## src/rtl/mips_pkg.sv

```systemverilog
// rtl/mips_pkg.sv - shared helpers for the MIPS32 datapath blocks
package mips_pkg;

  // Ceiling log2; a counter able to hold values 0..n-1 needs clog2(n) bits.
  function automatic int clog2(input int n);
    int r;
    r = 0;
    for (int i = 0; i < 31; i++) begin
      if ((1 << i) < n) r = i + 1;
    end
    return r;
  endfunction

endpackage

```

## src/rtl/flopr_pipe_stage.sv

```systemverilog
// rtl/flopr_pipe_stage.sv - one pipeline slot: a valid bit plus WIDTH data bits
module flopr_pipe_stage #(
  parameter int               WIDTH     = 32,
  parameter logic [WIDTH-1:0] RESET_VAL = '0
) (
  input  logic             clk,
  input  logic             reset,
  input  logic             load,
  input  logic             clr,
  input  logic             v_in,
  input  logic [WIDTH-1:0] d_in,
  output logic             v_out,
  output logic [WIDTH-1:0] d_out
);

  logic             r_v;
  logic [WIDTH-1:0] r_d;

  always_ff @(posedge clk) begin
    if (!reset || clr) begin
      r_v <= 1'b0;
      r_d <= RESET_VAL;
    end else if (load) begin
      r_v <= v_in;
      r_d <= d_in;
    end
  end

  assign v_out = r_v;
  assign d_out = r_d;

endmodule

```

## src/rtl/flopr_pipe.sv

```systemverilog
// rtl/flopr_pipe.sv - DEPTH-deep elastic register chain with back-pressure,
// bubble collapsing and synchronous flush
module flopr_pipe
  import mips_pkg::*;
#(
  parameter int               WIDTH     = 32,
  parameter int               DEPTH     = 4,
  parameter logic [WIDTH-1:0] RESET_VAL = '0,
  localparam int              OCC_W     = clog2(DEPTH + 1)
) (
  input  logic             clk,
  input  logic             reset,
  input  logic             flush,
  input  logic             in_valid,
  output logic             in_ready,
  input  logic [WIDTH-1:0] in_data,
  output logic             out_valid,
  input  logic             out_ready,
  output logic [WIDTH-1:0] out_data,
  output logic [OCC_W-1:0] occupancy
);

  logic [DEPTH-1:0] w_v;
  logic [DEPTH-1:0] w_adv;
  logic [WIDTH-1:0] w_d [DEPTH];
  logic             w_accept;
  logic             w_leave;
  logic [OCC_W-1:0] r_occ;

  // A stage may advance when the one ahead advances or when it is itself
  // empty; empty slots therefore always absorb upstream words.
  always_comb begin
    w_adv            = '0;
    w_adv[DEPTH-1]   = out_ready | ~w_v[DEPTH-1];
    for (int i = DEPTH - 2; i >= 0; i--) begin
      w_adv[i] = w_adv[i+1] | ~w_v[i];
    end
  end

  genvar g;
  generate
    for (g = 0; g < DEPTH; g++) begin : g_stage
      if (g == 0) begin : g_first
        flopr_pipe_stage #(.WIDTH(WIDTH), .RESET_VAL(RESET_VAL)) u_stage (
          .clk   (clk),
          .reset (reset),
          .load  (w_adv[g]),
          .clr   (flush),
          .v_in  (in_valid),
          .d_in  (in_data),
          .v_out (w_v[g]),
          .d_out (w_d[g])
        );
      end else begin : g_rest
        flopr_pipe_stage #(.WIDTH(WIDTH), .RESET_VAL(RESET_VAL)) u_stage (
          .clk   (clk),
          .reset (reset),
          .load  (w_adv[g]),
          .clr   (flush),
          .v_in  (w_v[g-1]),
          .d_in  (w_d[g-1]),
          .v_out (w_v[g]),
          .d_out (w_d[g])
        );
      end
    end
  endgenerate

  assign in_ready  = w_adv[0];
  assign out_valid = w_v[DEPTH-1];
  assign out_data  = w_d[DEPTH-1];
  assign w_accept  = in_valid & in_ready;
  assign w_leave   = out_valid & out_ready;

  // Words are conserved by the chain, so tracking accepts minus departures
  // yields the popcount of the valid bits registered alongside them.
  always_ff @(posedge clk) begin
    if (!reset || flush) begin
      r_occ <= '0;
    end else begin
      case ({w_accept, w_leave})
        2'b10:   r_occ <= r_occ + OCC_W'(1);
        2'b01:   r_occ <= r_occ - OCC_W'(1);
        default: r_occ <= r_occ;
      endcase
    end
  end

  assign occupancy = r_occ;

endmodule

```

## config.mk

```make
export PLATFORM = sky130hd
export DESIGN_NAME = flopr_pipe
export DESIGN_NICKNAME = d
export VERILOG_FILES = /design/src/rtl/mips_pkg.sv /design/src/rtl/flopr_pipe_stage.sv /design/src/rtl/flopr_pipe.sv
export SDC_FILE = /design/constraint.sdc
export NUM_CORES = 1
export LEC_CHECK = 0
export BUFFER_PORTS_ARGS = -buffer_cell sky130_fd_sc_hd__buf_2
export CAP_MARGIN = 0
export CORE_ASPECT_RATIO = 1.2
export CORE_MARGIN = 1.5
export CORE_UTILIZATION = 45
export DETAILED_ROUTE_END_ITERATION = 10
export MAX_ROUTING_LAYER = met4
export PLACE_DENSITY = 0.77
export SLEW_MARGIN = 20
export SYNTH_ARGS = -nofsm -noshare
export SYNTH_HDL_FRONTEND = slang
export SYNTH_HIERARCHICAL = 1
export SYNTH_SLANG_ARGS = --single-unit
```

## constraint.sdc

```tcl
create_clock -name clk -period 2.6 [get_ports clk]
set_input_delay 0.52 -clock clk [delete_from_list [all_inputs] [get_ports clk]]
set_output_delay 0.52 -clock clk [all_outputs]
set_load 0.02 [all_outputs]
```

# After elaboration in Yosys (flattened, before gate mapping)
# Cells that the tools add are included.
# word_totals
reg_bits	135
input_bits	37
out_inout_bits	37
elab_cells	27
# op_classes
add_sub_neg	2
n_eq_ne	2
n_mux	1
bitwise_logic	10
reduce_logical	3
# op_table
cell	count
case mux 3 bit (2 select lines)	1
NOT 1 bit	4
bitwise OR 1 bit	4
adder 3 x 1 -> 3 bit, second input constant	1
subtractor 3 x 1 -> 3 bit, second input constant	1
bitwise AND 1 bit	2
== test 2 x 1 -> 1 bit, second input constant	1
== test 2 bit, second input constant	1
nonzero test 2 bit	1
logical NOT 1 bit	1
logical OR 1 bit	1

# Longest topological paths before layout
# logic_depth
depth_word	8
depth_mapped	9
ltp_nobuf	9

# Cells and area by module
# The synthesis kept the hierarchy.
# modules_own_cells
mod	n_inst	cells_each	area_each_um2	seq_area_each_um2
flopr_pipe_stage	4	108	1212.4	660.6
flopr_pipe	1	25	195.2	60.1

# Worst setup path after synthesis
# Ideal clock, no wire load.
# synth_timing
kind	in2reg
start	input port out_ready
end	register r_occ[2] (netlist: occupancy[2])
setup_ps	70
t_arrival_ps	2345
required_ps	2530
slack_ps	186
path_stages	9
path_buffers	0
path_cell_list	nor2b_1 > nand4_1 > nand2_1 > ha_1 > inv_1 > fa_1 > xor2_1 > or3_1 > a21oi_1
# synth_via
elab_chain_cells	7
word_cells_on_any_way	10
cone_classes	eq/ne: 2; mux: 1; bitwise: 6; reduce/logical: 1
# synth_lines
element	line_no	rtl
start, declared	flopr_pipe.sv:18	input logic out_ready,
bitwise OR 1 bit (*)	flopr_pipe.sv:34	w_adv[DEPTH-1] = out_ready | ~w_v[DEPTH-1];
bitwise OR 1 bit (*) (3 in series)	flopr_pipe.sv:36	w_adv[i] = w_adv[i+1] | ~w_v[i];
named net in_ready	flopr_pipe.sv:15	output logic in_ready,
bitwise AND 1 bit (*)	flopr_pipe.sv:72	assign w_accept = in_valid & in_ready;
== test 2 x 1 -> 1 bit / == test 2 bit (equally long branches)	flopr_pipe.sv:81	case ({w_accept, w_leave})
case mux 3 bit (2 select lines) / nonzero test 2 bit (equally long branches)	n/a	
end signal, assigned	flopr_pipe.sv:82	2'b10: r_occ <= r_occ + OCC_W'(1);
end signal, assigned	flopr_pipe.sv:83	2'b01: r_occ <= r_occ - OCC_W'(1);
end signal, assigned	flopr_pipe.sv:84	default: r_occ <= r_occ;
end, declared	flopr_pipe.sv:28	logic [OCC_W-1:0] r_occ;
# The timed path passes the listed nets; every way through them passes the cells marked *.
# A chain may end at the register's enable or synchronous reset.

# Worst setup path in the final report
# layout_timing
start	register g_stage[3].g_rest.u_stage.r_v
end	output port in_ready
# layout_via
elab_chain_cells	5
# layout_lines
element	line_no	rtl
start, declared	flopr_pipe_stage.sv:16	logic r_v;
start signal, assigned	flopr_pipe_stage.sv:24	r_v <= v_in;
NOT 1 bit	flopr_pipe.sv:34	
bitwise OR 1 bit	flopr_pipe.sv:34	
bitwise OR 1 bit (3 in series)	flopr_pipe.sv:36	
end, declared	flopr_pipe.sv:15	
# No other way between the ends.

==> impl_results.md <==
- Endpoints failing setup: 0
- Synth area leaders: dfxtp_1, mux2i_1, nor2_1
- Clock Skews: 0.00630 ns
- Comb pwr share: 0.029
- Fin area: 0.00591 sq mm
- Vias: 3251
- Chip width: 99.7 um
- Postcts setup bufs: 0
- Net Count, Synth: 496
- Yosys warns: 6
- Met3 WL: 440 um
- WL met2: 4730 um
- RSZ-0062 raised after global routing: false
- Max Cap Viol: 0
- Placer Congestion: 0.708
- Clock Pin Slew Worst Setup and Hold Paths: 0.06 ns
- F_max: 0.437 GHz
- Core Box Area: 0.0110 sq mm
- Dpl hpwl: 6360 um
- Final Max Slew Viols: 0
- Worst-Skew Late Latency: 0.40 ns
- Antenna violations before repair: 1
- Via-to-Cell Ratio: 4.82
- Syn Inst Count: 457
- Area post-placement: 0.00534 sq mm
- Resized cells post-CTS: 0
- CP endpoint kind: output pin
- Pwr dens: 760 mW/mm^2
- Highest Signal Layer: met4
- Clock period minus final worst setup slack: 2.29 ns
- Largest net degree at the start of global routing: 35
- Cell area after synthesis: 0.00504 sq mm
- Count of input and output buffers: 73
- Switch Pwr: 0.938 mW
- Fin crit share: 0.881
- TritonCTS Buffers: 17
- Clock Sink Count: 135
- Outcome: finished, final reports clean
- Cell taking the most area after synthesis: dfxtp_1
- Sequential share of power: 0.473
- Total wire length: 9530 um
- Starting Density: 0.459
- DRC: 0
- Clock network fraction of design power: 0.497
- Final hold slack: 0.351 ns
- Commonest cells after routing, fill and taps aside: nor2_1, dfxtp_1, mux2i_1
- Worst Tran Pin Value: 0.596 ns
- Switching share of power: 0.209
- Clock Path Buffers: 2
- Post-CTS Hold Fix Bufs: 0
- Row count: 42
- Die ar.: 0.0119 sq mm
- Drt pass-1 iters: 6
- Synth Register Bits: 135
- CP Launch Type: flip-flop
- Fin. Hold Viols: 0
- Met1 wire length: 4260 um
- Hold WC Path Type: in2reg
- CTS tree: yes
- Register area share after synthesis: 0.536
- CP max FO: 34
- LEAKAGE: 3.31 nW
- Final TNS setup: 0 ns
- Proportion of layout cells with a drive suffix above 1: 0.218
- Synth unique cells: 20
- CTS Root Cell: clkbuf_16
- First-pass GRT wire length: 16000 um
- H-tree levels: 4
- Post-synth top area share: 0.536
- P_int: 3.55 mW
- Max VDD drop: 0.422 mV
- Area grow syn2layout: 17.1%
- Critical Setup Path Class: reg2out
- Post-route ant nets: 0
- DRT iter0 DRCs: 141
- Overflow after GRT: 0
- Post-DR wirelength/cell: 14.1 um
- Fill cells: 957
- Crit path DAT: 1.77 ns
- Die Y: 119 um
- Total Routing Usage GR: 0.179
- Synthesized area per cell: 11.0 sq um
- Vias in the first global route: 3281
- Worst slew margin: 0.602
- I/O pin count: 74
- Nets: 567
- Worst path required time: 2.08 ns
-- layout make-up --
type	instances	area, sq um	share of cell area
sequential	135	2700	0.457
multi-input combinational	286	1970	0.333
timing repair buffer	84	485	0.0822
clock buffer	21	470	0.0796
tap	132	165	0.0279
clock inverter	11	98.8	0.0167
inverter	4	15.0	0.00254
antenna	1	2.50	0.000423
-- power by group through the flow --
stage	logic, mW	registers (mW)	clock network [mW]
2_1_floorplan	0.0830	2.16	0
3_3_place_gp	0.128	2.17	0
3_5_place_dp	0.133	2.17	0
4_1_cts	0.134	2.12	2.28
5_1_grt	0.149	2.13	2.39
6_report	0.131	2.12	2.23
-- kinds of logic after synthesis --
logic type,count (synthesis),share of synthesized area
DFF,135,0.536
buffers and inverters,36,0.0754
AOI/OAI and AO/OA,3,0.00298
xor gates and xnor gates,2,0.00347
adders and majority gates,2,0.00645
and+or+nand+nor,147,0.114
muxes,132,0.262
-- layer usage --
| metal | GRT usage | up-vias |
|---|---|---|
| met4 | 0.0643 | 0 |
| met1 | 0.211 | 1530 |
| met2 | 0.286 | 61 |
| met3 | 0.0581 | 10 |
| met5 | - | - |
| li1 | - | 1650 |
-- worst max-delay path, stage by stage (launching register included) --
cell	delay, ns
dfxtp_1	0.33
nor2b_1	0.15
nand4_1	0.10
buf_4	0.51
buf_2	0.27
-- flip-flops by register name, summed over array words and instances (netlist names) --
| signal | count |
|---|---|
| g_stage.g_first.u_stage/d_out | 32 |
| g_stage.g_rest.u_stage/d_out | 96 |
| occupancy | 3 |
| g_stage.g_rest.u_stage/v_out | 3 |
| g_stage.g_first.u_stage/v_out | 1 |
-- synthesized netlist by cell type --
library cell,number
a21oi_1,2
and2_1,1
buf_12,12
buf_2,12
buf_6,4
clkbuf_2,4
dfxtp_1,135
fa_1,1
ha_1,1
inv_1,4
mux2i_1,132
nand2_1,2
nand2b_1,5
nand3_1,1
nand4_1,1
nor2_1,135
nor2b_1,1
o21ai_0,1
or3_1,1
xor2_1,2
-- path summary, 6_finish.rpt --
path | start | endpoint | slack [ns] | cells after the start
hold / removal | in_data[30] | g_stage[0].g_first.u_stage/d_out[30] | 0.35 | 3
setup / recovery | g_stage[3].g_rest.u_stage/v_out | in_ready | 0.31 | 4
setup reg to reg | g_stage[3].g_rest.u_stage/v_out | occupancy[2] | 0.49 | 9
hold reg to reg | g_stage[3].g_rest.u_stage/d_out[31] | g_stage[3].g_rest.u_stage/d_out[31] | 0.49 | 2
-- stage by stage --
| stage | setup slack, ns | power [mW] | utilization | instances |
|---|---|---|---|---|
| 2_1_floorplan | 0.186 | 2.25 | - | 457 |
| 3_3_place_gp | 0.386 | 2.29 | 0.486 | 641 |
| 3_5_place_dp | 0.283 | 2.30 | 0.486 | 641 |
| 4_1_cts | 0.273 | 4.54 | 0.538 | 673 |
| 5_1_grt | 0.207 | 4.66 | 0.538 | 674 |
| 6_report | 0.309 | 4.49 | 0.538 | 674 |
No activity file was read; power rests on OpenSTA's default activity.
